**config.mk**
```make
export PLATFORM = sky130hd
export DESIGN_NAME = icache_fill_ctrl
export DESIGN_NICKNAME = d
export VERILOG_FILES = /design/src/rtl/icache_pkg.sv /design/src/rtl/icache_tag_store.sv /design/src/rtl/icache_fill_ctrl.sv
export SDC_FILE = /design/constraint.sdc
export NUM_CORES = 1
export LEC_CHECK = 0
export ABC_AREA = 1
export CELL_PAD_IN_SITES_DETAIL_PLACEMENT = 1
export CELL_PAD_IN_SITES_GLOBAL_PLACEMENT = 1
export CORE_AREA = 2 2 98 100
export DETAILED_ROUTE_END_ITERATION = 12
export DIE_AREA = 0 0 100 102
export PLACE_DENSITY_LB_ADDON = 0.05
export SETUP_SLACK_MARGIN = 0.5
export SYNTH_ARGS = -nofsm -noshare
export SYNTH_HDL_FRONTEND = slang
export SYNTH_SLANG_ARGS = --single-unit
```
**constraint.sdc**
```tcl
create_clock -name clk_i -period 1.6 [get_ports clk_i]
set_clock_uncertainty 0.2 [all_clocks]
set_input_delay 0.32 -clock clk_i [delete_from_list [all_inputs] [get_ports clk_i]]
set_output_delay 0.32 -clock clk_i [all_outputs]
set_load 0.01 [all_outputs]
```
**src/rtl/icache_pkg.sv**
```systemverilog
// Shared geometry, FSM state type and constants for the instruction-cache fill controller.
// The cache is 4 fully associative lines of 8 bytes in front of an 8-bit program ROM.
package icache_pkg;

    localparam int LINES      = 4;
    localparam int LINE_WORDS = 8;
    localparam int ADDR_W     = 8;
    localparam int ROM_LAT    = 1;

    localparam int OFFSET_W = $clog2(LINE_WORDS);
    localparam int LINE_W   = $clog2(LINES);
    localparam int TAG_W    = ADDR_W - OFFSET_W;

    localparam logic [7:0] NOP_OPCODE = 8'hC8;

    typedef enum logic [1:0] {
        IDLE = 2'd0,
        FILL = 2'd1,
        DONE = 2'd2
    } fill_state_e;

endpackage

```
**src/rtl/icache_tag_store.sv**
```systemverilog
// Tag and valid registers for every line, with a parallel compare against the lookup tag.
// Invalidate-all wins over the single-way clear and write.
module icache_tag_store
    import icache_pkg::*;
(
    input  logic              clk_i,
    input  logic              reset_ni,
    input  logic [TAG_W-1:0]  lookup_tag_i,
    output logic              match_o,
    output logic [LINE_W-1:0] match_line_o,
    input  logic              inval_all_i,
    input  logic              clear_i,
    input  logic              write_i,
    input  logic [LINE_W-1:0] way_i,
    input  logic [TAG_W-1:0]  write_tag_i
);

    logic [LINES-1:0]            valid_q, valid_d;
    logic [LINES-1:0][TAG_W-1:0] tag_q, tag_d;

    // At most one way can match: a tag is only written into a line after it missed everywhere.
    always_comb begin
        match_o      = 1'b0;
        match_line_o = '0;
        for (int w = 0; w < LINES; w++) begin
            if (valid_q[w] && (tag_q[w] == lookup_tag_i)) begin
                match_o      = 1'b1;
                match_line_o = LINE_W'(w);
            end
        end
    end

    always_comb begin
        valid_d = valid_q;
        tag_d   = tag_q;
        if (inval_all_i) begin
            valid_d = '0;
        end else begin
            if (clear_i) begin
                valid_d[way_i] = 1'b0;
            end
            if (write_i) begin
                valid_d[way_i] = 1'b1;
                tag_d[way_i]   = write_tag_i;
            end
        end
    end

    always_ff @(posedge clk_i or negedge reset_ni) begin
        if (!reset_ni) begin
            valid_q <= '0;
            tag_q   <= '0;
        end else begin
            valid_q <= valid_d;
            tag_q   <= tag_d;
        end
    end

endmodule

```
**src/rtl/icache_fill_ctrl.sv**
```systemverilog
// Instruction-cache controller: hit/miss lookup, line refill from program ROM with core stall,
// round-robin victim selection and a saturating miss counter.
module icache_fill_ctrl
    import icache_pkg::*;
(
    input  logic                clk_i,
    input  logic                reset_ni,
    input  logic                fetch_req_i,
    input  logic [ADDR_W-1:0]   fetch_addr_i,
    input  logic                flush_i,
    output logic                hit_o,
    output logic                hold_o,
    output logic [ADDR_W-1:0]   rom_address_o,
    output logic                cache_wren_o,
    output logic [LINE_W-1:0]   cache_wrline_o,
    output logic [OFFSET_W-1:0] cache_wroffset_o,
    output logic [LINE_W-1:0]   cache_rdline_o,
    output logic [OFFSET_W-1:0] cache_rdoffset_o,
    output logic                fill_busy_o,
    output logic [7:0]          miss_count_o
);

    localparam int FILL_CYCLES = LINE_WORDS + ROM_LAT;
    localparam int CNT_W       = $clog2(FILL_CYCLES + 1);

    fill_state_e       state_q, state_d;
    logic [CNT_W-1:0]  fillCnt_q, fillCnt_d;
    logic [TAG_W-1:0]  missTag_q, missTag_d;
    logic [LINE_W-1:0] victim_q, victim_d;
    logic [LINE_W-1:0] replPtr_q, replPtr_d;
    logic [7:0]        missCount_q, missCount_d;

    logic [TAG_W-1:0]  fetchTag;
    logic              tagMatch;
    logic [LINE_W-1:0] matchLine;
    logic              startMiss;
    logic              issueActive;
    logic              writeActive;
    logic              lastWrite;
    logic              lineDone;
    logic [LINE_W-1:0] storeWay;
    logic [OFFSET_W-1:0] wrOffset;

    assign fetchTag    = fetch_addr_i[ADDR_W-1:OFFSET_W];
    assign startMiss   = (state_q == IDLE) && fetch_req_i && !tagMatch && !flush_i;
    assign issueActive = fillCnt_q < CNT_W'(LINE_WORDS);
    assign writeActive = fillCnt_q >= CNT_W'(ROM_LAT);
    assign lastWrite   = fillCnt_q == CNT_W'(FILL_CYCLES - 1);
    assign lineDone    = (state_q == DONE) && !flush_i;
    assign storeWay    = (state_q == DONE) ? victim_q : replPtr_q;
    assign wrOffset    = OFFSET_W'(fillCnt_q - CNT_W'(ROM_LAT));

    icache_tag_store u_tag_store (
        .clk_i        (clk_i),
        .reset_ni     (reset_ni),
        .lookup_tag_i (fetchTag),
        .match_o      (tagMatch),
        .match_line_o (matchLine),
        .inval_all_i  (flush_i),
        .clear_i      (startMiss),
        .write_i      (lineDone),
        .way_i        (storeWay),
        .write_tag_i  (missTag_q)
    );

    always_ff @(posedge clk_i or negedge reset_ni) begin
        if (!reset_ni) begin
            state_q <= IDLE;
        end else begin
            state_q <= state_d;
        end
    end

    // Flush overrides everything and drops any fill in progress back to IDLE.
    always_comb begin
        state_d = state_q;
        if (flush_i) begin
            state_d = IDLE;
        end else begin
            case (state_q)
                IDLE:    if (startMiss) state_d = FILL;
                FILL:    if (lastWrite) state_d = DONE;
                DONE:    state_d = IDLE;
                default: state_d = IDLE;
            endcase
        end
    end

    always_comb begin
        hit_o            = fetch_req_i && tagMatch && !flush_i && (state_q == IDLE);
        cache_rdline_o   = hit_o ? matchLine : '0;
        cache_rdoffset_o = fetch_addr_i[OFFSET_W-1:0];
        hold_o           = (state_q != IDLE) || (fetch_req_i && !hit_o);
        fill_busy_o      = state_q != IDLE;
        cache_wren_o     = (state_q == FILL) && writeActive && !flush_i;
        cache_wrline_o   = cache_wren_o ? victim_q : '0;
        cache_wroffset_o = cache_wren_o ? wrOffset : '0;
        rom_address_o    = '0;
        if ((state_q == FILL) && issueActive) begin
            rom_address_o = {missTag_q, fillCnt_q[OFFSET_W-1:0]};
        end
        miss_count_o     = missCount_q;
    end

    // One counter covers both the ROM issue index and, ROM_LAT cycles later, the write index.
    always_comb begin
        fillCnt_d   = '0;
        missTag_d   = missTag_q;
        victim_d    = victim_q;
        replPtr_d   = replPtr_q;
        missCount_d = missCount_q;
        if ((state_q == FILL) && !flush_i && !lastWrite) begin
            fillCnt_d = fillCnt_q + CNT_W'(1);
        end
        if (startMiss) begin
            missTag_d = fetchTag;
            victim_d  = replPtr_q;
            if (missCount_q != 8'hFF) begin
                missCount_d = missCount_q + 8'd1;
            end
        end
        if (lineDone) begin
            replPtr_d = victim_q + LINE_W'(1);
        end
    end

    always_ff @(posedge clk_i or negedge reset_ni) begin
        if (!reset_ni) begin
            fillCnt_q   <= '0;
            missTag_q   <= '0;
            victim_q    <= '0;
            replPtr_q   <= '0;
            missCount_q <= '0;
        end else begin
            fillCnt_q   <= fillCnt_d;
            missTag_q   <= missTag_d;
            victim_q    <= victim_d;
            replPtr_q   <= replPtr_d;
            missCount_q <= missCount_d;
        end
    end

endmodule

```
==> results.py, run 1 <==
metrics = {
    "power_and_ir_drop": {
        "power_frac_clock_pct": 15.2,
        "power_per_cell_area_nw_per_um2": 1150,
        "p_total_uw": 5420,
        "irDropWorstVdd_uv": 454,
        "internal_power_uw": 3350,
        "power_switching_uw": 2070,
        "leakagePower_uw": 0.00230,
        "switching_fraction_pct": 38.2,
        "power.combinational.fraction_pct": 51.3,
        "share_seq_of_total_power_pct": 33.5,
    },
    "synthesis": {
        "synth_seq_cells": 47,
        "fraction_of_post_synthesis_cell_area_in_the_top_cell_type_by_area_pct": 44.4,
        "seq_area_frac_synth_pct": 44.4,
        "synth_mux_area_share_pct": 0,
        "synth_nets": 371,
        "synthTopCellsByArea": "dfrtp_1 44%, nand2_1 16%, nor2_1 6.5%",
        "top_ff_cell_synth": "dfrtp_1",
        "yosys.cell_count.top_type": "nand2_1",
        "synth_largest_area_cell": "dfrtp_1",
        "main_combinational_cell_family_by_area_after_synthesis": "simple AND/OR/NAND/NOR gates",
        "xor_xnor_cell_area_share_of_the_yosys_netlist_pct": 2.64,
        "number_of_warnings_issued_by_yosys": 0,
        "syn-mean-instance-area_um2": 7.47,
        "post_synth_fa_ha_maj_area_fraction_pct": 1.89,
        "synth.distinct_cells": 28,
        "netlist_top_cells_count": "115 x nand2_1, 47 x dfrtp_1, 46 x nor2_1",
        "simple_logic_cell_fraction_of_the_synthesized_area_pct": 31.3,
        "netlist_instances": 355,
        "synth_enable_flop_cells": 0,
        "synth-compound-area-share_pct": 9.49,
        "netlist_area_um2": 2650,
        "ys_async_sr_fraction_pct": 100,
    },
    "cts": {
        "clkSlewWorstSetupHoldPaths_ps": 90,
        "clk_root_buffer_cell": "clkbuf_8",
        "cts.sinks": 47,
        "clock_insertion_delay_at_the_later_pin_of_the_skew_report_ps": 310,
        "cts-htree-levels": 2,
        "cts_tree": "built",
        "cts_buffer_depth": 2,
        "tritoncts_buffer_count": 5,
    },
    "placed_design": {
        "port_buffers": 35,
        "pre_cts_ws_ps": -1250,
        "detailed_place_hpwl_mm": 5.77,
        "finalWeightedCongestion": 0.788,
        "placed_instance_area_um2": 3700,
    },
    "sta": {
        "max_freq_mhz": 465,
        "final_hold_viol_count": 0,
        "final_hold_slack_ps": 299,
        "worstMarginPinSlew_ps": 294,
        "period_needed_ps": 2150,
        "layout_setup_ws_ps": -549,
        "timing.final.crit_share_pct": 134,
        "slew_headroom_pct": 80.4,
        "report.final.slew_viol_count": 0,
        "rsz_0062_raised_after_global_routing": "yes",
        "setup_viol": 61,
    },
    "grt": {
        "grt_remaining_overflow": 0,
        "global_route.usage.total_pct": 17.6,
        "grt_pass1_vias": 2791,
        "grt_max_degree": 48,
        "wire_length_of_the_first_global_routing_pass_mm": 14.0,
        "antenna_found_initial": 0,
    },
    "layout": {
        "number_of_inserted_diodes": 0,
        "layout.cell_area.non_filler_um2": 4690,
        "syn_to_final_growth_pct": 77.0,
        "nets_final": 520,
        "fill_cells": 1079,
        "drive_above_1_share_pct": 57.2,
    },
    "drt": {
        "avgViaCountPerCell": 4.57,
        "drc": 0,
        "detail_route.wirelength_mm": 9.14,
        "count_of_antenna_violating_nets_left_after_detailed_routing": 0,
        "via_count": 2817,
        "wl_per_cell_um": 14.8,
        "drtIter0Drc": 42,
        "detailedRoute.firstPassIterationCount": 4,
    },
    "die": {
        "dieArea_um2": 10200,
        "initial_utilization_pct": 29.1,
        "die_w_um": 100,
        "floorplan.core_area_um2": 9110,
        "io_pins": 42,
        "std_cell_rows": 35,
        "chipHeight_um": 102,
    },
    "worst_setup_path": {
        "criticalPathCategory": "reg2out",
        "startpoint_type": "register",
        "critical_path_peak_fanout": 3,
        "endpoint_kind_of_the_worst_setup_timing_path": "primary output",
        "worstPathArrival_ps": 1630,
        "r2r.worst_path.cells": 11,
        "required_time_of_the_worst_setup_path_ps": 1080,
    },
    "run_status": {
        "status": "finished, violations left",
        "violations": "negative setup slack",
    },
    "hold_path": {
        "worstHoldPathCells": 2,
        "holdCritPathClass": "reg2reg",
    },
    "flow_run": {
        "drv.max_cap_violation_count": 0,
    },
}
## worst paths after layout
kind / slack [ps] / start / endpoint
max: -550 / u_tag_store.tag_q[15] / cache_rdline_o[0]
min: 300 / missTag_q[4] / missTag_q[4]
max reg2reg: -490 / state_q[1] / u_tag_store.tag_q[12]
min reg2reg: 300 / missTag_q[4] / missTag_q[4]
max in group asynchronous: 620 / reset_ni / fillCnt_q[0]
min in group asynchronous: 310 / reset_ni / u_tag_store.tag_q[2]
## repair_timing
action / CTS / global route
pin swaps: 29 / 27
gates resized for setup: 210 / 74
setup buffers: 31 / 23
endpoints found under the hold margin: 47 / 0
endpoints found under the setup margin: 74 / 74
hold buffers: 1 / 0
cloned: 1 / 1
## power by group through the flow
stage / registers [uW] / clock network, uW / logic (uW)
global route: 1870 / 890 / 3050
global placement: 1830 / 0 / 1810
CTS: 1800 / 859 / 2390
floorplan: 1810 / 0 / 1000
finish: 1810 / 824 / 2780
detailed placement: 1840 / 0 / 1850
## stage by stage
| step | utilization (%) | cells | TNS, ps |
|---|---|---|---|
| 3_3_place_gp | 40.6 | 551 | -37100 |
| 3_5_place_dp | 40.6 | 551 | -38780 |
| 4_1_cts | 46.8 | 592 | -22320 |
| 5_1_grt | 51.5 | 616 | -30070 |
| 6_report | 51.5 | 616 | -25330 |
| 2_1_floorplan | - | 355 | -1930 |
## flip-flops by register name, summed over array words and instances, names as in the netlist
signal,count
fillCnt_q,4
u_tag_store.valid_q,4
state_q,2
missTag_q,5
replPtr_q,2
u_tag_store.tag_q,20
victim_q,2
miss_count_o,8
## cell type report
class	instances	area [um^2]	area share, %
multi-input cells	249	1730	36.9
clock buffers	8	100	2.13
repair buffers	151	1340	28.6
inverters	50	203	4.32
well taps	111	139	2.96
flip-flops and latches	47	1180	25.1
## metal layers
layer	share of wire, %	global-route usage, %	routed length, um
met5	0	0	0
met4	0.94	4.11	86
met2	49	29.4	4520
met3	2.1	2.67	190
met1	47	24.1	4340
## cells in the final DEF (no fill, tap or decap), drive strengths merged, types with 4 or more instances in the layout
master       count
nand4            9
nand2          119
clkbuf           8
inv             49
nor2            48
buf            143
nand3           15
xor2             5
ha               4
o21ai           35
dlygate4sd2      5
dfrtp           47
a21oi            4
## critical path, stage by stage (launching register included)
cell,delay [ps]
dfrtp_1,410
nand2_1,70
nand2_1,60
nor2_2,130
nand3_2,140
a21boi_2,200
nor3_4,150
buf_2,150
## kinds of logic (layout without fill, tap and decap cells)
family / Yosys count / in the layout
AO/OA/AOI/OAI: 41 / 41
XOR/XNOR: 8 / 8
AND/OR/NAND/NOR: 195 / 196
flip-flops: 47 / 47
buffers and inverters: 60 / 209
adder cells (fa/ha/maj): 4 / 4
(Power assumes the default switching activity.)
==> run 2, diff against run 1 <==
--- a/config.mk
+++ b/config.mk
@@ -9,6 +9,7 @@
 export CELL_PAD_IN_SITES_DETAIL_PLACEMENT = 1
 export CELL_PAD_IN_SITES_GLOBAL_PLACEMENT = 1
 export CORE_AREA = 2 2 98 100
+export CTS_CLUSTER_DIAMETER = 50
 export DETAILED_ROUTE_END_ITERATION = 12
 export DIE_AREA = 0 0 100 102
 export PLACE_DENSITY_LB_ADDON = 0.05
==> results of run 2 <==
Final layout, timing and power as in run 1 (identical DEF).
==> run 3, diff against run 2 <==
--- a/config.mk
+++ b/config.mk
@@ -8,10 +8,10 @@
 export ABC_AREA = 1
 export CELL_PAD_IN_SITES_DETAIL_PLACEMENT = 1
 export CELL_PAD_IN_SITES_GLOBAL_PLACEMENT = 1
-export CORE_AREA = 2 2 98 100
+export CORE_AREA = 2 2 91 93
 export CTS_CLUSTER_DIAMETER = 50
 export DETAILED_ROUTE_END_ITERATION = 12
-export DIE_AREA = 0 0 100 102
+export DIE_AREA = 0 0 93 95
 export PLACE_DENSITY_LB_ADDON = 0.05
 export SETUP_SLACK_MARGIN = 0.5
 export SYNTH_ARGS = -nofsm -noshare
==> results.py, run 3 (synthesized netlist as in run 1, its figures left out) <==
metrics = {
    "grt": {
        "grt_remaining_overflow": 0,
        "grt_max_degree": 48,
        "wire_length_of_the_first_global_routing_pass_mm": 13.6,
        "antenna_found_initial": 0,
        "grt_pass1_vias": 2772,
        "global_route.usage.total_pct": 19.7,
    },
    "worst_setup_path": {
        "worstPathArrival_ps": 1700,
        "startpoint_type": "register",
        "critical_path_peak_fanout": 3,
        "criticalPathCategory": "reg2out",
        "endpoint_kind_of_the_worst_setup_timing_path": "primary output",
        "required_time_of_the_worst_setup_path_ps": 1080,
    },
    "drt": {
        "drtIter0Drc": 86,
        "detail_route.wirelength_mm": 8.92,
        "count_of_antenna_violating_nets_left_after_detailed_routing": 0,
        "via_count": 2795,
        "drc": 0,
        "avgViaCountPerCell": 4.69,
        "wl_per_cell_um": 15.0,
        "detailedRoute.firstPassIterationCount": 4,
    },
    "power_and_ir_drop": {
        "leakagePower_uw": 0.00226,
        "irDropWorstVdd_uv": 597,
        "power_per_cell_area_nw_per_um2": 1170,
    },
    "cts": {
        "cts-htree-levels": 2,
        "cts_buffer_depth": 2,
        "cts.sinks": 47,
        "clkSlewWorstSetupHoldPaths_ps": 90,
        "tritoncts_buffer_count": 5,
        "cts_tree": "built",
        "clk_root_buffer_cell": "clkbuf_8",
        "clock_insertion_delay_at_the_later_pin_of_the_skew_report_ps": 310,
    },
    "sta": {
        "timing.final.crit_share_pct": 139,
        "layout_setup_ws_ps": -625,
        "report.final.slew_viol_count": 0,
        "worstMarginPinSlew_ps": 282,
        "tns_ps": -22900,
        "final_hold_viol_count": 0,
        "rsz_0062_raised_after_global_routing": "yes",
        "period_needed_ps": 2220,
        "setup_viol": 65,
        "final_hold_slack_ps": 305,
        "slew_headroom_pct": 81.2,
        "max_freq_mhz": 450,
    },
    "run_status": {
        "status": "finished, violations left",
        "violations": "negative setup slack",
    },
    "placed_design": {
        "detailed_place_hpwl_mm": 5.62,
        "port_buffers": 35,
        "finalWeightedCongestion": 0.775,
    },
    "layout": {
        "number_of_inserted_diodes": 0,
        "largest-register": "u_tag_store.tag_q",
        "layout.cells.most_common_list": "82 x nand2_1, 59 x buf_4, 49 x buf_6",
        "final_common_cell": "nand2_1",
        "nets_final": 507,
        "drive_above_1_share_pct": 54.2,
        "largest_reg_flops": 20,
        "syn_to_final_growth_pct": 73.1,
    },
    "die": {
        "floorplan.core_area_um2": 7930,
        "dieArea_um2": 8840,
        "io_pins": 42,
        "initial_utilization_pct": 33.4,
        "chipHeight_um": 95,
        "die_w_um": 93,
        "std_cell_rows": 33,
    },
    "hold_path": {
        "holdCritPathClass": "in2async",
    },
    "flow_run": {
        "drv.max_cap_violation_count": 0,
    },
}
-- run 3: cell type report --
| type | count | area, um^2 |
|---|---|---|
| Multi-Input combinational cell | 248 | 1720 |
| Fill cell | 926 | 3340 |
| Tap cell | 105 | 131 |
| Timing Repair Buffer | 139 | 1270 |
| Clock inverter | 1 | 5.00 |
| Sequential cell | 47 | 1180 |
| Inverter | 50 | 198 |
| Clock buffer | 6 | 82.6 |
-- run 3: layer usage --
metal  vias to the layer above  global-route usage [%]  part of all wire (%)
met5                         -                       0                     0
li1                       1370                       -                     -
met1                      1391                    26.7                    45
met4                         0                    4.78                  0.94
met2                        27                    33.4                    52
met3                         7                    2.63                   2.2
-- run 3: repair_timing --
action	in CTS	in global routing
endpoints found under the setup margin	74	74
pin swaps	25	34
setup buffers	23	14
resized for setup	190	82
endpoints found under the hold margin	47	0
gates cloned	1	0
hold buffers	1	0
-- run 3: final timing paths --
check,start,endpoint,slack (ps),cells after the start
setup / recovery,u_tag_store.tag_q[14],cache_rdline_o[0],-620,8
hold / removal,reset_ni,u_tag_store.tag_q[14],310,3
setup reg to reg,state_q[0],u_tag_store.tag_q[5],-480,10
hold reg to reg,missTag_q[2],missTag_q[2],310,2
max in group asynchronous,reset_ni,fillCnt_q[0],610,3
min in group clk_i,missTag_q[2],missTag_q[2],310,2
-- run 3: stage by stage --
| step | instance area (um^2) | instances | setup WS, ps | utilization [%] | total power, uW |
|---|---|---|---|---|---|
| floorplan | 2850 | 355 | -102 | - | 2810 |
| global placement | 3740 | 550 | -1320 | 47.2 | 3610 |
| detailed placement | 3740 | 550 | -1290 | 47.2 | 3680 |
| CTS | 4180 | 582 | -606 | 52.8 | 4890 |
| global route | 4590 | 596 | -701 | 57.9 | 5710 |
| finish | 4590 | 596 | -625 | 57.9 | 5360 |
-- run 3: power breakdown --
part / switching (uW) / internal [uW]
logic: 1400 / 1390
clock network: 422 / 340
registers: 271 / 1530
-- run 3: worst max-delay path, cell delays in order, from the launching register on --
cell and delay [ps]:
dfrtp_1 430, inv_1 80, nand2_2 50, a21oi_2 170, nand3_2 150, buf_6 160, a21boi_4 160, nor3_4 50
buf_2 140
